**config.mk**
```make
export PLATFORM = sky130hd
export DESIGN_NAME = cache_refill_seq_flat
export DESIGN_NICKNAME = d
export VERILOG_FILES = /design/src/rtl/cache_refill_seq_if.sv /design/src/rtl/cache_refill_seq.sv /design/src/flat_wrapper.sv
export SDC_FILE = /design/constraint.sdc
export NUM_CORES = 1
export LEC_CHECK = 0
export BUFFER_PORTS_ARGS = -buffer_cell sky130_fd_sc_hd__buf_2
export CAP_MARGIN = 40
export CORE_MARGIN = 2
export CORE_UTILIZATION = 40
export CTS_BUF_LIST = sky130_fd_sc_hd__clkbuf_8
export DETAILED_ROUTE_END_ITERATION = 16
export HOLD_SLACK_MARGIN = 0.1
export PLACE_DENSITY = 0.8
export SLEW_MARGIN = 40
export SYNTH_ARGS = -nofsm -noshare
export SYNTH_HDL_FRONTEND = slang
export SYNTH_SLANG_ARGS = --single-unit
```
**constraint.sdc**
```tcl
create_clock -name clk -period 1.71 [get_ports clk]
set_clock_uncertainty 0.15 [all_clocks]
set_input_delay 0.0855 -clock clk [delete_from_list [all_inputs] [get_ports clk]]
set_output_delay 0.0855 -clock clk [all_outputs]
set_load 0.02 [all_outputs]
```
**src/rtl/cache_refill_seq_if.sv**
```systemverilog
// Memory-side word bus of the cache refill sequencer: one word per request/ack handshake.
interface cache_refill_seq_if #(
   parameter int unsigned ADDR_WID = 21
) ();
   logic                mem_req;
   logic                mem_we;
   logic [ADDR_WID-1:0] mem_addr;
   logic                mem_ack;

   modport master (
      output mem_req,
      output mem_we,
      output mem_addr,
      input  mem_ack
   );

   modport slave (
      input  mem_req,
      input  mem_we,
      input  mem_addr,
      output mem_ack
   );
endinterface

```
**src/rtl/cache_refill_seq.sv**
```systemverilog
// Cache line refill sequencer: optional victim writeback burst, fill burst, tag commit, release.
// Writeback support is compiled in only when CACHE_WBACK_EN is defined.
module cache_refill_seq #(
   parameter int unsigned TAG_WID     = 14,
   parameter int unsigned WAYADDR_WID = 5,
   parameter int unsigned WAYSEL_WID  = 1,
   parameter int unsigned LINE_WORDS  = 4,
   localparam int unsigned OFS_WID    = $clog2(LINE_WORDS),
   localparam int unsigned MADDR_WID  = TAG_WID + WAYADDR_WID + OFS_WID
) (
   input  logic                   clk,
   input  logic                   rst,
   input  logic                   line_miss,
   input  logic                   replace_dirty,
   input  logic [TAG_WID-1:0]     miss_tag,
   input  logic [WAYADDR_WID-1:0] miss_ent,
   input  logic [TAG_WID-1:0]     victim_tag,
   input  logic [WAYSEL_WID-1:0]  way_replace_sel,
   cache_refill_seq_if.master     mem,
   output logic                   cache_wen,
   output logic [WAYSEL_WID-1:0]  cache_way,
   output logic [OFS_WID-1:0]     cache_word,
   output logic [TAG_WID-1:0]     refill_tag,
   output logic                   line_refill,
   output logic                   writeback_ok,
   output logic                   busy
);

   localparam logic [2:0] S_IDLE    = 3'd0;
`ifdef CACHE_WBACK_EN
   localparam logic [2:0] S_WB      = 3'd1;
   localparam logic [2:0] S_WB_DONE = 3'd2;
`endif
   localparam logic [2:0] S_FILL    = 3'd3;
   localparam logic [2:0] S_COMMIT  = 3'd4;
   localparam logic [2:0] S_RELEASE = 3'd5;

   logic [2:0]             state, state_nxt;
   logic [OFS_WID-1:0]     cnt;
   logic [TAG_WID-1:0]     miss_tag_l;
   logic [WAYADDR_WID-1:0] miss_ent_l;
   logic [WAYSEL_WID-1:0]  way_l;
   logic                   ld_miss, cnt_inc, cnt_clr;
   logic                   req_c, we_c;
   logic                   last_word;

   assign last_word = (cnt == OFS_WID'(LINE_WORDS - 1));

   // State register
   always_ff @(posedge clk) begin
      if (rst) state <= S_IDLE;
      else     state <= state_nxt;
   end

   // Next-state and control decode
   always_comb begin
      state_nxt    = state;
      ld_miss      = 1'b0;
      cnt_inc      = 1'b0;
      cnt_clr      = 1'b0;
      req_c        = 1'b0;
      we_c         = 1'b0;
      cache_wen    = 1'b0;
      line_refill  = 1'b0;
      writeback_ok = 1'b0;
      busy         = 1'b1;
      case (state)
         S_IDLE: begin
            busy = 1'b0;
            if (line_miss) begin
               ld_miss = 1'b1;
`ifdef CACHE_WBACK_EN
               state_nxt = replace_dirty ? S_WB : S_FILL;
`else
               state_nxt = S_FILL;
`endif
            end
         end
`ifdef CACHE_WBACK_EN
         S_WB: begin
            req_c = 1'b1;
            we_c  = 1'b1;
            if (mem.mem_ack) begin
               cnt_inc = 1'b1;
               if (last_word) state_nxt = S_WB_DONE;
            end
         end
         S_WB_DONE: begin
            writeback_ok = 1'b1;
            cnt_clr      = 1'b1;
            state_nxt    = S_FILL;
         end
`endif
         S_FILL: begin
            req_c     = 1'b1;
            cache_wen = mem.mem_ack;
            if (mem.mem_ack) begin
               cnt_inc = 1'b1;
               if (last_word) state_nxt = S_COMMIT;
            end
         end
         S_COMMIT: begin
            line_refill = 1'b1;
            state_nxt   = S_RELEASE;
         end
         S_RELEASE: state_nxt = S_IDLE;
         default:   state_nxt = S_IDLE;
      endcase
   end

   // Miss latches and word counter; counter wraps naturally at LINE_WORDS
   always_ff @(posedge clk) begin
      if (rst) begin
         cnt        <= '0;
         miss_tag_l <= '0;
         miss_ent_l <= '0;
         way_l      <= '0;
      end else if (ld_miss) begin
         cnt        <= '0;
         miss_tag_l <= miss_tag;
         miss_ent_l <= miss_ent;
         way_l      <= way_replace_sel;
      end else if (cnt_clr) begin
         cnt <= '0;
      end else if (cnt_inc) begin
         cnt <= cnt + OFS_WID'(1);
      end
   end

`ifdef CACHE_WBACK_EN
   logic [TAG_WID-1:0] victim_tag_l;

   always_ff @(posedge clk) begin
      if (rst)          victim_tag_l <= '0;
      else if (ld_miss) victim_tag_l <= victim_tag;
   end

   assign mem.mem_addr = we_c ? {victim_tag_l, miss_ent_l, cnt} : {miss_tag_l, miss_ent_l, cnt};
`else
   logic unused_wb;
   assign unused_wb    = ^{replace_dirty, victim_tag};
   assign mem.mem_addr = {miss_tag_l, miss_ent_l, cnt};
`endif

   assign mem.mem_req = req_c;
   assign mem.mem_we  = we_c;
   assign cache_way   = way_l;
   assign cache_word  = cnt;
   assign refill_tag  = miss_tag_l;

endmodule
```
**src/flat_wrapper.sv**
```systemverilog
// flat-port wrapper written by rule: the top's interface ports become plain ports
module cache_refill_seq_flat 
#(
   parameter int unsigned TAG_WID     = 14,
   parameter int unsigned WAYADDR_WID = 5,
   parameter int unsigned WAYSEL_WID  = 1,
   parameter int unsigned LINE_WORDS  = 4,
   localparam int unsigned OFS_WID    = $clog2(LINE_WORDS),
   localparam int unsigned MADDR_WID  = TAG_WID + WAYADDR_WID + OFS_WID
)
  (clk, rst, line_miss, replace_dirty, miss_tag, miss_ent, victim_tag, way_replace_sel, cache_wen, cache_way, cache_word, refill_tag, line_refill, writeback_ok, busy, mem_mem_req, mem_mem_we, mem_mem_addr, mem_mem_ack);
  cache_refill_seq_if mem_i ();
  input  logic clk;
  input  logic rst;
  input  logic line_miss;
  input  logic replace_dirty;
  input  logic [TAG_WID-1:0] miss_tag;
  input  logic [WAYADDR_WID-1:0] miss_ent;
  input  logic [TAG_WID-1:0] victim_tag;
  input  logic [WAYSEL_WID-1:0] way_replace_sel;
  output logic cache_wen;
  output logic [WAYSEL_WID-1:0] cache_way;
  output logic [OFS_WID-1:0] cache_word;
  output logic [TAG_WID-1:0] refill_tag;
  output logic line_refill;
  output logic writeback_ok;
  output logic busy;
  output wire logic [$bits(mem_i.mem_req)-1:0] mem_mem_req;
  output wire logic [$bits(mem_i.mem_we)-1:0] mem_mem_we;
  output wire logic [$bits(mem_i.mem_addr)-1:0] mem_mem_addr;
  input wire logic [$bits(mem_i.mem_ack)-1:0] mem_mem_ack;
  assign mem_mem_req = mem_i.mem_req;
  assign mem_mem_we = mem_i.mem_we;
  assign mem_mem_addr = mem_i.mem_addr;
  assign mem_i.mem_ack = mem_mem_ack;
  cache_refill_seq #(.TAG_WID(TAG_WID), .WAYADDR_WID(WAYADDR_WID), .WAYSEL_WID(WAYSEL_WID), .LINE_WORDS(LINE_WORDS)) u_core (.clk(clk), .rst(rst), .line_miss(line_miss), .replace_dirty(replace_dirty), .miss_tag(miss_tag), .miss_ent(miss_ent), .victim_tag(victim_tag), .way_replace_sel(way_replace_sel), .mem(mem_i), .cache_wen(cache_wen), .cache_way(cache_way), .cache_word(cache_word), .refill_tag(refill_tag), .line_refill(line_refill), .writeback_ok(writeback_ok), .busy(busy));
endmodule
```
Word-level counts from Yosys, hierarchy flattened --
Cells that the tools add are included.
Cells by class: add/subtract/negate cells 1, equal/unequal tests 6, multiplexer cells 12, reduce and logical (&&, ||, !) cells 3
Operator list (count):
- 3-bit two-way mux | 3
- 3-bit one-hot mux with 3 select lines | 1
- 1-bit two-way mux | 8
- 2-bit inequality test (second input constant) | 2
- 3-bit by 2-bit equality test with 1-bit output (second input constant) | 1
- 3-bit equality test (second input constant) | 1
- 3-bit zero test | 1
- 3-bit AND reduction | 1
- 2-bit by 1-bit adder with 2-bit output (second input constant) | 1
- 2-bit equality test (second input constant) | 1
- 2-bit by 1-bit inequality test with 1-bit output (second input constant) | 1
- 2-bit OR reduction | 1
Storage, ports and cells: register bits after elaboration 25, input bits 39, output and inout bits 44

Longest topological paths before layout --
Gate-level depths: netlist of run 1.
word-level depth 4, depth in mapped cells 4, mapped depth without buffers 4

Worst setup path before layout of run 1 --
Ideal clock, no wire load.
kind register to register, start point register u_core.state[0], end point register u_core.miss_tag_l[1] (netlist: u_core.refill_tag[1]), arrival 1.142 ns, data required time 1.428 ns, setup slack 0.286 ns, cell stages (with the launch flop) 5, buffers on the path 1, clock period less this slack 1.424 ns, path through dfxtp_1 > or4b_4 > buf_6 > nand2_1 > a21oi_1
Between the ends: cells in the longest elaborated chain, start to end 2
Ends and longest elaborated chain:
- start: declaration | line cache_refill_seq.sv:38 | logic [2:0] state, state_nxt;
- start signal: assignment | line cache_refill_seq.sv:52 | else state <= state_nxt;
- 3-bit zero test | line cache_refill_seq.sv:67 | case (state)
- 1-bit two-way mux | line cache_refill_seq.sv:67
- end signal: assignment | line cache_refill_seq.sv:120 | miss_tag_l <= miss_tag;
- end: declaration | line cache_refill_seq.sv:40 | logic [TAG_WID-1:0] miss_tag_l;
No other way between the ends. A chain may end at the register's enable or synchronous reset.

Worst setup path in the final report of run 1 --
start point input port line_miss, end point register u_core.miss_tag_l[13] (netlist: u_core.refill_tag[13])
Between the ends: cells in the longest elaborated chain, start to end 2
Ends and longest elaborated chain:
- start: declaration | line flat_wrapper.sv:15 | input logic line_miss;
- 1-bit two-way mux | line cache_refill_seq.sv:70 | if (line_miss) begin
- 1-bit two-way mux | line cache_refill_seq.sv:67
No other way between the ends.

==> metrics.txt, run 1 <==
# TYPE chip_impl_metric gauge
chip_impl_info{name="tritoncts_clock_tree",value="done"} 1
chip_impl_info{name="rsz0062_at_grt",value="false"} 1
chip_impl_metric{name="maximum_number_of_pins_on_one_net_before_global_route_repair",unit=""} 26
chip_impl_metric{name="total_power",unit="mW"} 1.30
chip_impl_metric{name="drt-pass1-iter-count",unit=""} 4
chip_impl_metric{name="mappedNetlistArea",unit="um2"} 1080
chip_impl_metric{name="fin_crit_sh",unit="%"} 90.9
chip_impl_metric{name="ioPinCount",unit=""} 83
chip_impl_info{name="outcome",value="finished, final reports clean"} 1
chip_impl_metric{name="clkLatencyLatePin",unit="ns"} 0.26
chip_impl_info{name="critPathCaptureType",value="flop"} 1
chip_impl_metric{name="drt-vias-per-instance",unit=""} 4.39
chip_impl_metric{name="synth_seq_cells",unit=""} 25
chip_impl_metric{name="maximum_net_fanout_on_the_critical_path",unit=""} 21
chip_impl_metric{name="synthesis.instances",unit=""} 131
chip_impl_metric{name="yosys.area.top_type_share",unit="%"} 46.1
chip_impl_metric{name="cp.required",unit="ns"} 1.69
chip_impl_metric{name="setup_viol",unit=""} 0
chip_impl_info{name="start_kind",value="input port"} 1
chip_impl_metric{name="wl_per_cell",unit="um"} 11.1
chip_impl_info{name="postSynth.topFlopCell",value="sky130_fd_sc_hd__dfxtp_1"} 1
chip_impl_info{name="netlist.top_cell.by_area",value="sky130_fd_sc_hd__dfxtp_1"} 1
chip_impl_metric{name="dp.final_hpwl",unit="um"} 1590
chip_impl_metric{name="seq_area_frac_synth",unit="%"} 46.1
chip_impl_metric{name="nets",unit=""} 242
chip_impl_metric{name="die_width",unit="um"} 56.1
chip_impl_info{name="delay_heaviest_family_cp",value="simple AND/OR/NAND/NOR gates"} 1
chip_impl_metric{name="synth_edf_count",unit=""} 0
chip_impl_metric{name="timing.setup.tns",unit="ns"} 0
chip_impl_metric{name="grt_first_pass_wirelength",unit="um"} 4130
chip_impl_metric{name="vdd_ir_drop_max",unit="uV"} 609
chip_impl_metric{name="gr-usage-all-layers",unit="%"} 16.2
chip_impl_metric{name="regArea",unit="um2"} 500
chip_impl_metric{name="post_drt_antenna_nets",unit=""} 0
chip_impl_metric{name="die_area",unit="um2"} 3140
chip_impl_metric{name="placeableCoreArea",unit="um2"} 2520
chip_impl_metric{name="number_of_buffers_added_by_the_clock_tree_synthesis_step",unit=""} 3
chip_impl_info{name="ys_top_cells_by_area",value="sky130_fd_sc_hd__dfxtp_1 (46%), sky130_fd_sc_hd__nand2_1 (15%), sky130_fd_sc_hd__buf_4 (14%), sky130_fd_sc_hd__a21oi_1 (10%), sky130_fd_sc_hd__buf_6 (2.1%)"} 1
chip_impl_metric{name="grt_remaining_overflow",unit=""} 0
chip_impl_metric{name="cellPowerDensity",unit="nW/um2"} 830
chip_impl_metric{name="crit_arrival",unit="ns"} 1.53
chip_impl_metric{name="report.final.hold_viol_count",unit=""} 0
chip_impl_info{name="critPathKind",value="in2reg"} 1
chip_impl_metric{name="detail_route.drc_violations",unit=""} 0
chip_impl_info{name="critical-path-slowest-cell",value="sky130_fd_sc_hd__or4b_4"} 1
chip_impl_metric{name="yosysUniqueCellTypes",unit=""} 23
chip_impl_metric{name="clock-sinks",unit=""} 25
chip_impl_metric{name="antenna_found_initial",unit=""} 0
chip_impl_metric{name="clk_transition_reported_paths",unit="ns"} 0.08
chip_impl_metric{name="grt_pass1_vias",unit=""} 987
chip_impl_metric{name="drt_iter0_markers",unit=""} 13
chip_impl_metric{name="max-cap-violations",unit=""} 0
chip_impl_info{name="yosys-top-cells-count",value="sky130_fd_sc_hd__nand2_1 (42), sky130_fd_sc_hd__dfxtp_1 (25), sky130_fd_sc_hd__a21oi_1 (22), sky130_fd_sc_hd__buf_4 (20)"} 1
chip_impl_metric{name="max_freq",unit="MHz"} 644
chip_impl_metric{name="place.port_buffers",unit=""} 65
chip_impl_metric{name="final_layout_size_suffix_gt1_share",unit="%"} 36.8
chip_impl_metric{name="synthArstFlopShare",unit="%"} 0
chip_impl_metric{name="yosysWarnings",unit=""} 0
chip_impl_metric{name="postCtsSetupRepairBufs",unit=""} 0
chip_impl_metric{name="antenna_cells",unit=""} 0
chip_impl_metric{name="post_synth.cell_area_avg",unit="um2"} 8.28
chip_impl_info{name="clock_tree.root_cell",value="sky130_fd_sc_hd__clkbuf_8"} 1
chip_impl_metric{name="multiInputGateArea",unit="um2"} 409
chip_impl_metric{name="post-route-min-period",unit="ns"} 1.55
chip_impl_metric{name="initial_core_util",unit="%"} 43.0
chip_impl_metric{name="slew_viol_final",unit=""} 0
chip_impl_metric{name="htree_levels",unit=""} 1
chip_impl_metric{name="power_leakage",unit="nW"} 0.806
chip_impl_metric{name="n_fill_cell",unit=""} 237
chip_impl_metric{name="num_rows",unit=""} 18
chip_impl_metric{name="postRouteWirelength",unit="um"} 2570
chip_impl_metric{name="vias",unit=""} 1015
chip_impl_metric{name="ctsLongestPathBuffers",unit=""} 2
chip_impl_metric{name="areaGrowthSynthToFinish",unit="%"} 44.2
chip_impl_info{name="min_delay_path_class",value="in2reg"} 1
chip_impl_metric{name="gp_routability_congestion",unit=""} 0.724
chip_impl_metric{name="critPathMaxStageDelay",unit="ns"} 0.61
chip_impl_info{name="crit_chain",value="dlygate4sd3_1, buf_2, or4b_4, nand2_1, a21oi_1"} 1
chip_impl_metric{name="die_height",unit="um"} 56.1
chip_impl_metric{name="worstPathBufferInverterCount",unit=""} 2
chip_impl_info{name="synth_most_common_cell",value="sky130_fd_sc_hd__nand2_1"} 1
-- per-stage QoR --
step	setup slack [ns]	util (%)	area [um2]	hold slack, ns	instances
CTS	0.158	62.0	1560	0.110	231
detailed placement	0.183	51.5	1300	0.182	205
global route	0.0956	62.0	1560	0.122	231
global placement	0.196	51.5	1300	0.177	205
floorplan	0.286	-	1090	0.0715	132
finish	0.156	62.0	1560	0.115	231
-- registers in the layout (all words and copies together) (netlist names) --
name and count:
u_core.state 3, u_core.cache_way 1, u_core.cache_word 2, u_core.miss_ent_l 5, u_core.refill_tag 14
-- final timing paths --
kind                        startpoint                    end  slack [ns]  depth (start not counted)
setup / recovery             line_miss  u_core.refill_tag[13]        0.16                          5
hold / removal                     rst        u_core.state[1]        0.12                          2
setup reg to reg       u_core.state[1]  u_core.refill_tag[13]        0.17                          3
hold reg to reg   u_core.miss_ent_l[3]   u_core.miss_ent_l[3]        0.30                          2
-- cells in the final DEF (no fill, tap or decap), drive strengths merged, types with 2 or more instances in the layout --
cell type    instances
buf                 68
inv                  2
dfxtp               25
a21oi               23
clkbuf               3
nor3                 2
nand2               42
dlygate4sd3         22
conb                 2
-- repair_timing --
action	in CTS	in global routing
hold buffers	22	0
gates resized for setup	0	0
endpoints found under the hold margin	23	0
-- routing by layer --
layer  vias to the layer above  global-route usage (%)  part of all wire [%]
met5                         -                       0                     0
met4                         0                    5.10                  0.78
met3                         2                    2.33                   4.4
met2                        29                    32.3                    54
met1                       441                    17.0                    40
li1                        543                       -                     -
-- layout make-up --
cell class | count | area share [%]
inverter | 1 | 0.240
tap | 30 | 2.40
timing repair buffer | 90 | 36.3
sequential | 25 | 32.0
clock inverter | 1 | 0.240
clock buffer | 3 | 2.64
multi-input combinational | 81 | 26.2
-- report_power, final --
part	internal (mW)	switching (mW)
Combinational	0.137	0.190
Sequential	0.620	0.0247
Clock	0.160	0.166
Total	0.917	0.380
-- worst register-to-register path: stages, from the launching register on --
cell and delay [ns]:
sky130_fd_sc_hd__dfxtp_1 0.38, sky130_fd_sc_hd__or4b_4 0.69, sky130_fd_sc_hd__nand2_1 0.13, sky130_fd_sc_hd__a21oi_1 0.06
-- kinds of logic after synthesis --
kind of cell / Yosys count / synth area share (%)
adder cells (fa/ha/maj): 1 / 1.15
buffers and inverters: 26 / 17.3
other: 1 / 0.346
XOR/XNOR: 1 / 0.808
flip-flops: 25 / 46.1
AO/OA/AOI/OAI: 25 / 12.1
AND/OR/NAND/NOR: 51 / 21.2
multiplexers: 1 / 0.923
No activity file was read; power rests on OpenSTA's default activity.
==> run 2: changes to the inputs <==
- CELL_PAD_IN_SITES_DETAIL_PLACEMENT: default -> 1
- CELL_PAD_IN_SITES_GLOBAL_PLACEMENT: default -> 1
- CORE_UTILIZATION: 40 -> 27
- PLACE_DENSITY: 0.8 -> default
- PLACE_DENSITY_LB_ADDON: default -> 0.1
==> run 2 against run 1 <==
Net effect:
- sequential power is essentially flat
- clock power up 2%
- clock-buffer cell count is the same
- sequential cell count stayed put
- power grew 0.75%
- die area increased by 44%
- worst hold slack worse by 0.0038 ns
- first-iteration DRC count rose by 54%
- non-clock buffer count unchanged
- combinational power about the same
- largest cell class unchanged
- highest routed layer unchanged
==> metrics.txt, run 2 (same netlist as run 1, synthesis figures left out) <==
# TYPE chip_impl_metric gauge
chip_impl_metric{name="dp.final_hpwl",unit="um"} 1980
chip_impl_metric{name="drt_iter0_markers",unit=""} 20
chip_impl_info{name="rsz0062_at_grt",value="false"} 1
chip_impl_metric{name="ctsLongestPathBuffers",unit=""} 2
chip_impl_metric{name="die_area",unit="um2"} 4540
chip_impl_metric{name="post_cts_resize_count",unit=""} 0
chip_impl_metric{name="grt_remaining_overflow",unit=""} 0
chip_impl_metric{name="die_width",unit="um"} 67.4
chip_impl_metric{name="cellPowerDensity",unit="nW/um2"} 823
chip_impl_metric{name="detail_route.drc_violations",unit=""} 0
chip_impl_info{name="critical-path-slowest-cell",value="sky130_fd_sc_hd__or4b_4"} 1
chip_impl_metric{name="final_layout_size_suffix_gt1_share",unit="%"} 36.8
chip_impl_metric{name="antenna_found_initial",unit=""} 0
chip_impl_metric{name="nets",unit=""} 242
chip_impl_metric{name="clkLatencyLatePin",unit="ns"} 0.26
chip_impl_info{name="critPathKind",value="in2reg"} 1
chip_impl_info{name="tritoncts_clock_tree",value="done"} 1
chip_impl_metric{name="fin_ws",unit="ns"} 0.157
chip_impl_metric{name="grt_pass1_vias",unit=""} 1087
chip_impl_metric{name="maximum_number_of_pins_on_one_net_before_global_route_repair",unit=""} 26
chip_impl_metric{name="hold-worst-slack",unit="ns"} 0.112
chip_impl_metric{name="post_drt_antenna_nets",unit=""} 0
chip_impl_metric{name="placedCellCount",unit=""} 225
chip_impl_metric{name="stdcell_area",unit="um2"} 1590
chip_impl_metric{name="number_of_buffers_added_by_the_clock_tree_synthesis_step",unit=""} 3
chip_impl_info{name="outcome",value="finished, final reports clean"} 1
chip_impl_metric{name="die_height",unit="um"} 67.4
chip_impl_info{name="most_common_library_cell_in_the_layout_ignoring_fill_and_taps",value="sky130_fd_sc_hd__buf_2"} 1
chip_impl_metric{name="vdd_ir_drop_max",unit="uV"} 340
chip_impl_metric{name="vias",unit=""} 1052
chip_impl_metric{name="maximum_net_fanout_on_the_critical_path",unit=""} 21
chip_impl_metric{name="fin_crit_sh",unit="%"} 90.8
chip_impl_metric{name="clock-sinks",unit=""} 25
chip_impl_metric{name="final_util",unit="%"} 40.3
chip_impl_metric{name="setup_viol",unit=""} 0
chip_impl_info{name="min_delay_path_class",value="in2reg"} 1
chip_impl_metric{name="postRouteWirelength",unit="um"} 2810
chip_impl_metric{name="slew_viol_final",unit=""} 0
chip_impl_metric{name="cp.required",unit="ns"} 1.69
chip_impl_metric{name="gp_routability_congestion",unit=""} 0.628
chip_impl_metric{name="gr-usage-all-layers",unit="%"} 13.2
chip_impl_metric{name="initial_core_util",unit="%"} 27.5
chip_impl_metric{name="report.final.hold_viol_count",unit=""} 0
chip_impl_metric{name="wl_per_cell",unit="um"} 11.2
chip_impl_metric{name="largest_register_ffs",unit=""} 14
chip_impl_metric{name="num_rows",unit=""} 23
chip_impl_metric{name="max-cap-violations",unit=""} 0
chip_impl_metric{name="grt_first_pass_wirelength",unit="um"} 4600
chip_impl_metric{name="timing.setup.tns",unit="ns"} 0
chip_impl_info{name="clock_tree.root_cell",value="sky130_fd_sc_hd__clkbuf_8"} 1
chip_impl_metric{name="total_power",unit="mW"} 1.31
chip_impl_metric{name="critPathMaxStageDelay",unit="ns"} 0.61
chip_impl_metric{name="drt-pass1-iter-count",unit=""} 4
chip_impl_metric{name="crit_arrival",unit="ns"} 1.53
chip_impl_metric{name="dpl_cell_area",unit="um2"} 1320
chip_impl_metric{name="post-route-min-period",unit="ns"} 1.55
chip_impl_info{name="start_kind",value="input port"} 1
chip_impl_metric{name="placeableCoreArea",unit="um2"} 3940
chip_impl_metric{name="n_fill_cell",unit=""} 517
chip_impl_metric{name="ioPinCount",unit=""} 83
chip_impl_info{name="critPathCaptureType",value="flop"} 1
chip_impl_metric{name="areaGrowthSynthToFinish",unit="%"} 46.5
chip_impl_metric{name="max_freq",unit="MHz"} 644
chip_impl_metric{name="place.port_buffers",unit=""} 65
chip_impl_metric{name="clk_transition_reported_paths",unit="ns"} 0.08
chip_impl_metric{name="final-instance-count-excl-fill",unit=""} 251
chip_impl_metric{name="dp_slack",unit="ns"} 0.156
chip_impl_info{name="most-common-layout-cells",value="sky130_fd_sc_hd__buf_2 (65), sky130_fd_sc_hd__nand2_1 (42), sky130_fd_sc_hd__dfxtp_1 (25)"} 1
chip_impl_info{name="crit_chain",value="dlygate4sd3_1, buf_2, or4b_4, nand2_1, a21oi_1"} 1
chip_impl_metric{name="power_leakage",unit="nW"} 0.806
chip_impl_metric{name="antenna_cells",unit=""} 0
chip_impl_metric{name="drt-vias-per-instance",unit=""} 4.19
chip_impl_metric{name="htree_levels",unit=""} 1
==> run 2: final timing paths <==
check	startpoint	to	slack (ns)	cells past startpoint
worst max-delay path	line_miss	u_core.miss_ent_l[1]	0.16	5
worst min-delay path	rst	u_core.state[1]	0.11	2
worst max register to register	u_core.state[1]	u_core.miss_ent_l[1]	0.17	3
worst min register to register	u_core.miss_ent_l[0]	u_core.miss_ent_l[0]	0.30	2
==> run 2: routing by layer <==
metal / global-route usage (%) / routed length [um]
met1: 15.6 / 1240
met2: 24.1 / 1410
met3: 2.00 / 153
met4: 4.59 / 17
met5: 0 / 0
==> run 2: layout make-up <==
cell class,count,area [um2],share of cell area (%)
Inverter,1,3.75,0.236
Sequential cell,25,500,31.5
Tap cell,50,62.6,3.94
Clock buffer,3,41.3,2.60
Clock inverter,1,3.75,0.236
Timing Repair Buffer,90,568,35.7
Multi-Input combinational cell,81,409,25.7
==> run 2: worst max-delay path, delay by kind of cell <==
family | cells | cell delay, ns
compound gates | 1 | 0.07
simple gates | 2 | 0.74
buf+inv | 2 | 0.64
==> run 2: power breakdown <==
part           internal, mW  total [mW]  switching, mW
registers             0.620       0.646         0.0258
logic                 0.137       0.327          0.190
clock network         0.160       0.334          0.174
total                 0.917        1.31          0.390
==> run 2: timing repair <==
| item | 4_1_cts | 5_1_grt |
|---|---|---|
| hold endpoints to repair | 23 | 0 |
| hold buffers | 22 | 0 |
| setup buffers | 0 | 0 |
==> run 3: changes to the inputs <==
- clock period: 1.71 -> 1.55 ns (I/O delays scaled with it)
==> run 3 against run 2 <==
Net effect:
- global-route usage down 0.084 points
- non-clock buffer count increased by 3
- combinational power grew 13%
- final area rose by 1.7%
- sequential power is 9.9% higher
- via count is 2.1% higher
- worst hold slack better by 0.0083 ns
- core utilization grew 0.70 points
- power grew 11%
- clock-buffer cell count did not move
- final cell count is 1.2% higher
- die area is the same
==> metrics.txt, run 3 (same netlist as run 1, synthesis figures left out) <==
# TYPE chip_impl_metric gauge
chip_impl_metric{name="num_rows",unit=""} 23
chip_impl_info{name="critPathKind",value="reg2out"} 1
chip_impl_metric{name="power_leakage",unit="nW"} 0.822
chip_impl_metric{name="grt_first_pass_wirelength",unit="um"} 4550
chip_impl_metric{name="crit_arrival",unit="ns"} 1.26
chip_impl_metric{name="post-route-min-period",unit="ns"} 1.49
chip_impl_info{name="clock_tree.root_cell",value="sky130_fd_sc_hd__clkbuf_8"} 1
chip_impl_metric{name="timing.setup.tns",unit="ns"} 0
chip_impl_metric{name="die_height",unit="um"} 67.4
chip_impl_metric{name="total_power",unit="mW"} 1.45
chip_impl_metric{name="drt-pass1-iter-count",unit=""} 2
chip_impl_metric{name="placeableCoreArea",unit="um2"} 3940
chip_impl_metric{name="gp_routability_congestion",unit=""} 0.620
chip_impl_metric{name="largest_register_ffs",unit=""} 14
chip_impl_metric{name="maximum_number_of_pins_on_one_net_before_global_route_repair",unit=""} 26
chip_impl_metric{name="critPathMaxStageDelay",unit="ns"} 0.36
chip_impl_metric{name="detail_route.drc_violations",unit=""} 0
chip_impl_info{name="min_delay_path_class",value="in2reg"} 1
chip_impl_info{name="tritoncts_clock_tree",value="done"} 1
chip_impl_info{name="most-common-layout-cells",value="sky130_fd_sc_hd__buf_2 (65), sky130_fd_sc_hd__nand2_1 (40), sky130_fd_sc_hd__dfxtp_1 (25)"} 1
chip_impl_metric{name="sequentialPowerShare",unit="%"} 49.1
chip_impl_info{name="hp-start",value="rst"} 1
chip_impl_metric{name="combPwrFrac",unit="%"} 25.7
chip_impl_metric{name="max_freq",unit="MHz"} 671
chip_impl_metric{name="clk_transition_reported_paths",unit="ns"} 0.08
chip_impl_info{name="rsz0062_at_grt",value="true"} 1
chip_impl_metric{name="netSwitchingPower",unit="uW"} 430
chip_impl_info{name="crit_chain",value="buf_4, or3_1, buf_2"} 1
chip_impl_metric{name="areaGrowthSynthToFinish",unit="%"} 49.0
chip_impl_metric{name="number_of_buffers_added_by_the_clock_tree_synthesis_step",unit=""} 3
chip_impl_metric{name="wl_per_cell",unit="um"} 11.4
chip_impl_metric{name="postRouteWirelength",unit="um"} 2890
chip_impl_info{name="most_common_library_cell_in_the_layout_ignoring_fill_and_taps",value="sky130_fd_sc_hd__buf_2"} 1
chip_impl_metric{name="report.final.hold_viol_count",unit=""} 0
chip_impl_metric{name="die_width",unit="um"} 67.4
chip_impl_metric{name="cellPowerDensity",unit="nW/um2"} 895
chip_impl_metric{name="regArea",unit="um2"} 500
chip_impl_metric{name="clkLatencyLatePin",unit="ns"} 0.26
chip_impl_metric{name="clock-sinks",unit=""} 25
chip_impl_metric{name="internal-power",unit="mW"} 1.02
chip_impl_metric{name="setup_viol",unit=""} 0
chip_impl_metric{name="post_drt_antenna_nets",unit=""} 0
chip_impl_metric{name="vdd_ir_drop_max",unit="uV"} 389
chip_impl_metric{name="ioPinCount",unit=""} 83
chip_impl_info{name="critical-path-slowest-cell",value="sky130_fd_sc_hd__or3_1"} 1
chip_impl_metric{name="ctsLongestPathBuffers",unit=""} 2
chip_impl_metric{name="final_util",unit="%"} 41.0
chip_impl_metric{name="cp.required",unit="ns"} 1.32
chip_impl_metric{name="worst_hold_path.num_cells",unit=""} 2
chip_impl_metric{name="htree_levels",unit=""} 1
chip_impl_metric{name="grt_remaining_overflow",unit=""} 0
chip_impl_metric{name="antenna_cells",unit=""} 0
chip_impl_info{name="start_kind",value="flop"} 1
chip_impl_info{name="worstReg2RegStart",value="u_core.state[2]"} 1
chip_impl_metric{name="power_frac_clock",unit="%"} 25.3
chip_impl_metric{name="drt-vias-per-instance",unit=""} 4.23
chip_impl_metric{name="swShare",unit="%"} 29.7
chip_impl_metric{name="maximum_net_fanout_on_the_critical_path",unit=""} 5
chip_impl_metric{name="grt_pass1_vias",unit=""} 1058
chip_impl_info{name="holdPathEnd",value="u_core.refill_tag[3]"} 1
chip_impl_info{name="critPathCaptureType",value="output pin"} 1
chip_impl_metric{name="initial_core_util",unit="%"} 27.5
chip_impl_metric{name="multiInputGateArea",unit="um2"} 414
chip_impl_metric{name="vias",unit=""} 1074
chip_impl_metric{name="dp.final_hpwl",unit="um"} 2080
chip_impl_metric{name="die_area",unit="um2"} 4540
chip_impl_metric{name="reg2reg_slack",unit="ns"} 0.07
chip_impl_metric{name="fin_crit_sh",unit="%"} 96.1
chip_impl_metric{name="slew_viol_final",unit=""} 0
chip_impl_metric{name="antenna_found_initial",unit=""} 0
chip_impl_metric{name="nets",unit=""} 245
chip_impl_metric{name="n_fill_cell",unit=""} 502
chip_impl_info{name="worst_reg2reg_path_endpoint",value="u_core.miss_ent_l[4]"} 1
chip_impl_metric{name="final_layout_size_suffix_gt1_share",unit="%"} 38.7
chip_impl_metric{name="timing.reg2reg.worst_path_depth",unit=""} 3
chip_impl_metric{name="place.port_buffers",unit=""} 65
chip_impl_metric{name="drt_iter0_markers",unit=""} 31
chip_impl_metric{name="max-cap-violations",unit=""} 0
chip_impl_info{name="outcome",value="finished, final reports clean"} 1
chip_impl_metric{name="gr-usage-all-layers",unit="%"} 13.1
[run 3: cell count changes in the layout (fill, tap and decap cells not counted), sizes merged]
cell / previous run / this run
buf: 68 / 71
[run 3: what timing repair did]
item	in CTS	in global routing
endpoints found under the setup margin	0	3
hold buffers	22	0
gates resized for setup	0	2
buffers inserted	0	1
endpoints found under the hold margin	23	0
[run 3: routing by layer]
layer  global-route usage, %  up-vias  share of wire, %
met5                       0        -                 0
met4                    4.59        0              0.59
met3                    2.17        2               5.3
met2                    23.0       35                51
met1                    16.2      488                43
li1                        -      549                 -
[run 3: through the flow]
| stage | instances | hold slack (ns) | cell area (um2) | setup WS [ns] |
|---|---|---|---|---|
| after global routing | 254 | 0.137 | 1620 | -0.00108 |
| final | 254 | 0.120 | 1620 | 0.0603 |
| after floorplan | 132 | 0.0635 | 1090 | 0.126 |
| after detailed placement | 227 | 0.178 | 1340 | 0.0519 |
| after CTS | 253 | 0.119 | 1600 | 0.0163 |
| after global placement | 227 | 0.167 | 1340 | 0.0960 |
[run 3: area by class of cell]
cell class | count | area share (%)
Clock buffer | 3 | 2.55
Timing Repair Buffer | 93 | 36.5
Tap cell | 50 | 3.87
Multi-Input combinational cell | 81 | 25.6
Sequential cell | 25 | 31.0
Clock inverter | 1 | 0.232
Inverter | 1 | 0.232
[run 3: worst max path at each step]
stage | slack, ns | cells past startpoint | end | start
floorplan | 0.13 | 4 | u_core.refill_tag[1] | u_core.state[0]
global placement | 0.1 | 3 | u_core.refill_tag[6] | u_core.state[0]
detailed placement | 0.05 | 3 | u_core.miss_ent_l[4] | u_core.state[0]
CTS | 0.02 | 4 | cache_wen | u_core.state[2]
global route | -0.001 | 3 | u_core.miss_ent_l[1] | u_core.state[2]
finish | 0.06 | 3 | busy | u_core.state[0]
[run 3: worst max-delay path, delay by kind of cell, from the launching register on]
kind / cells / cell delay, ns
AND/OR/NAND/NOR: 1 / 0.36
flip-flops: 1 / 0.33
buffers and inverters: 2 / 0.32
[run 3: power groups by stage]
stage / Clock (mW) / Sequential (mW) / Combinational, mW
CTS: 0.392 / 0.711 / 0.378
finish: 0.365 / 0.710 / 0.371
floorplan: 0 / 0.773 / 0.198
detailed placement: 0 / 0.726 / 0.333
global placement: 0 / 0.721 / 0.328
global route: 0.412 / 0.716 / 0.412
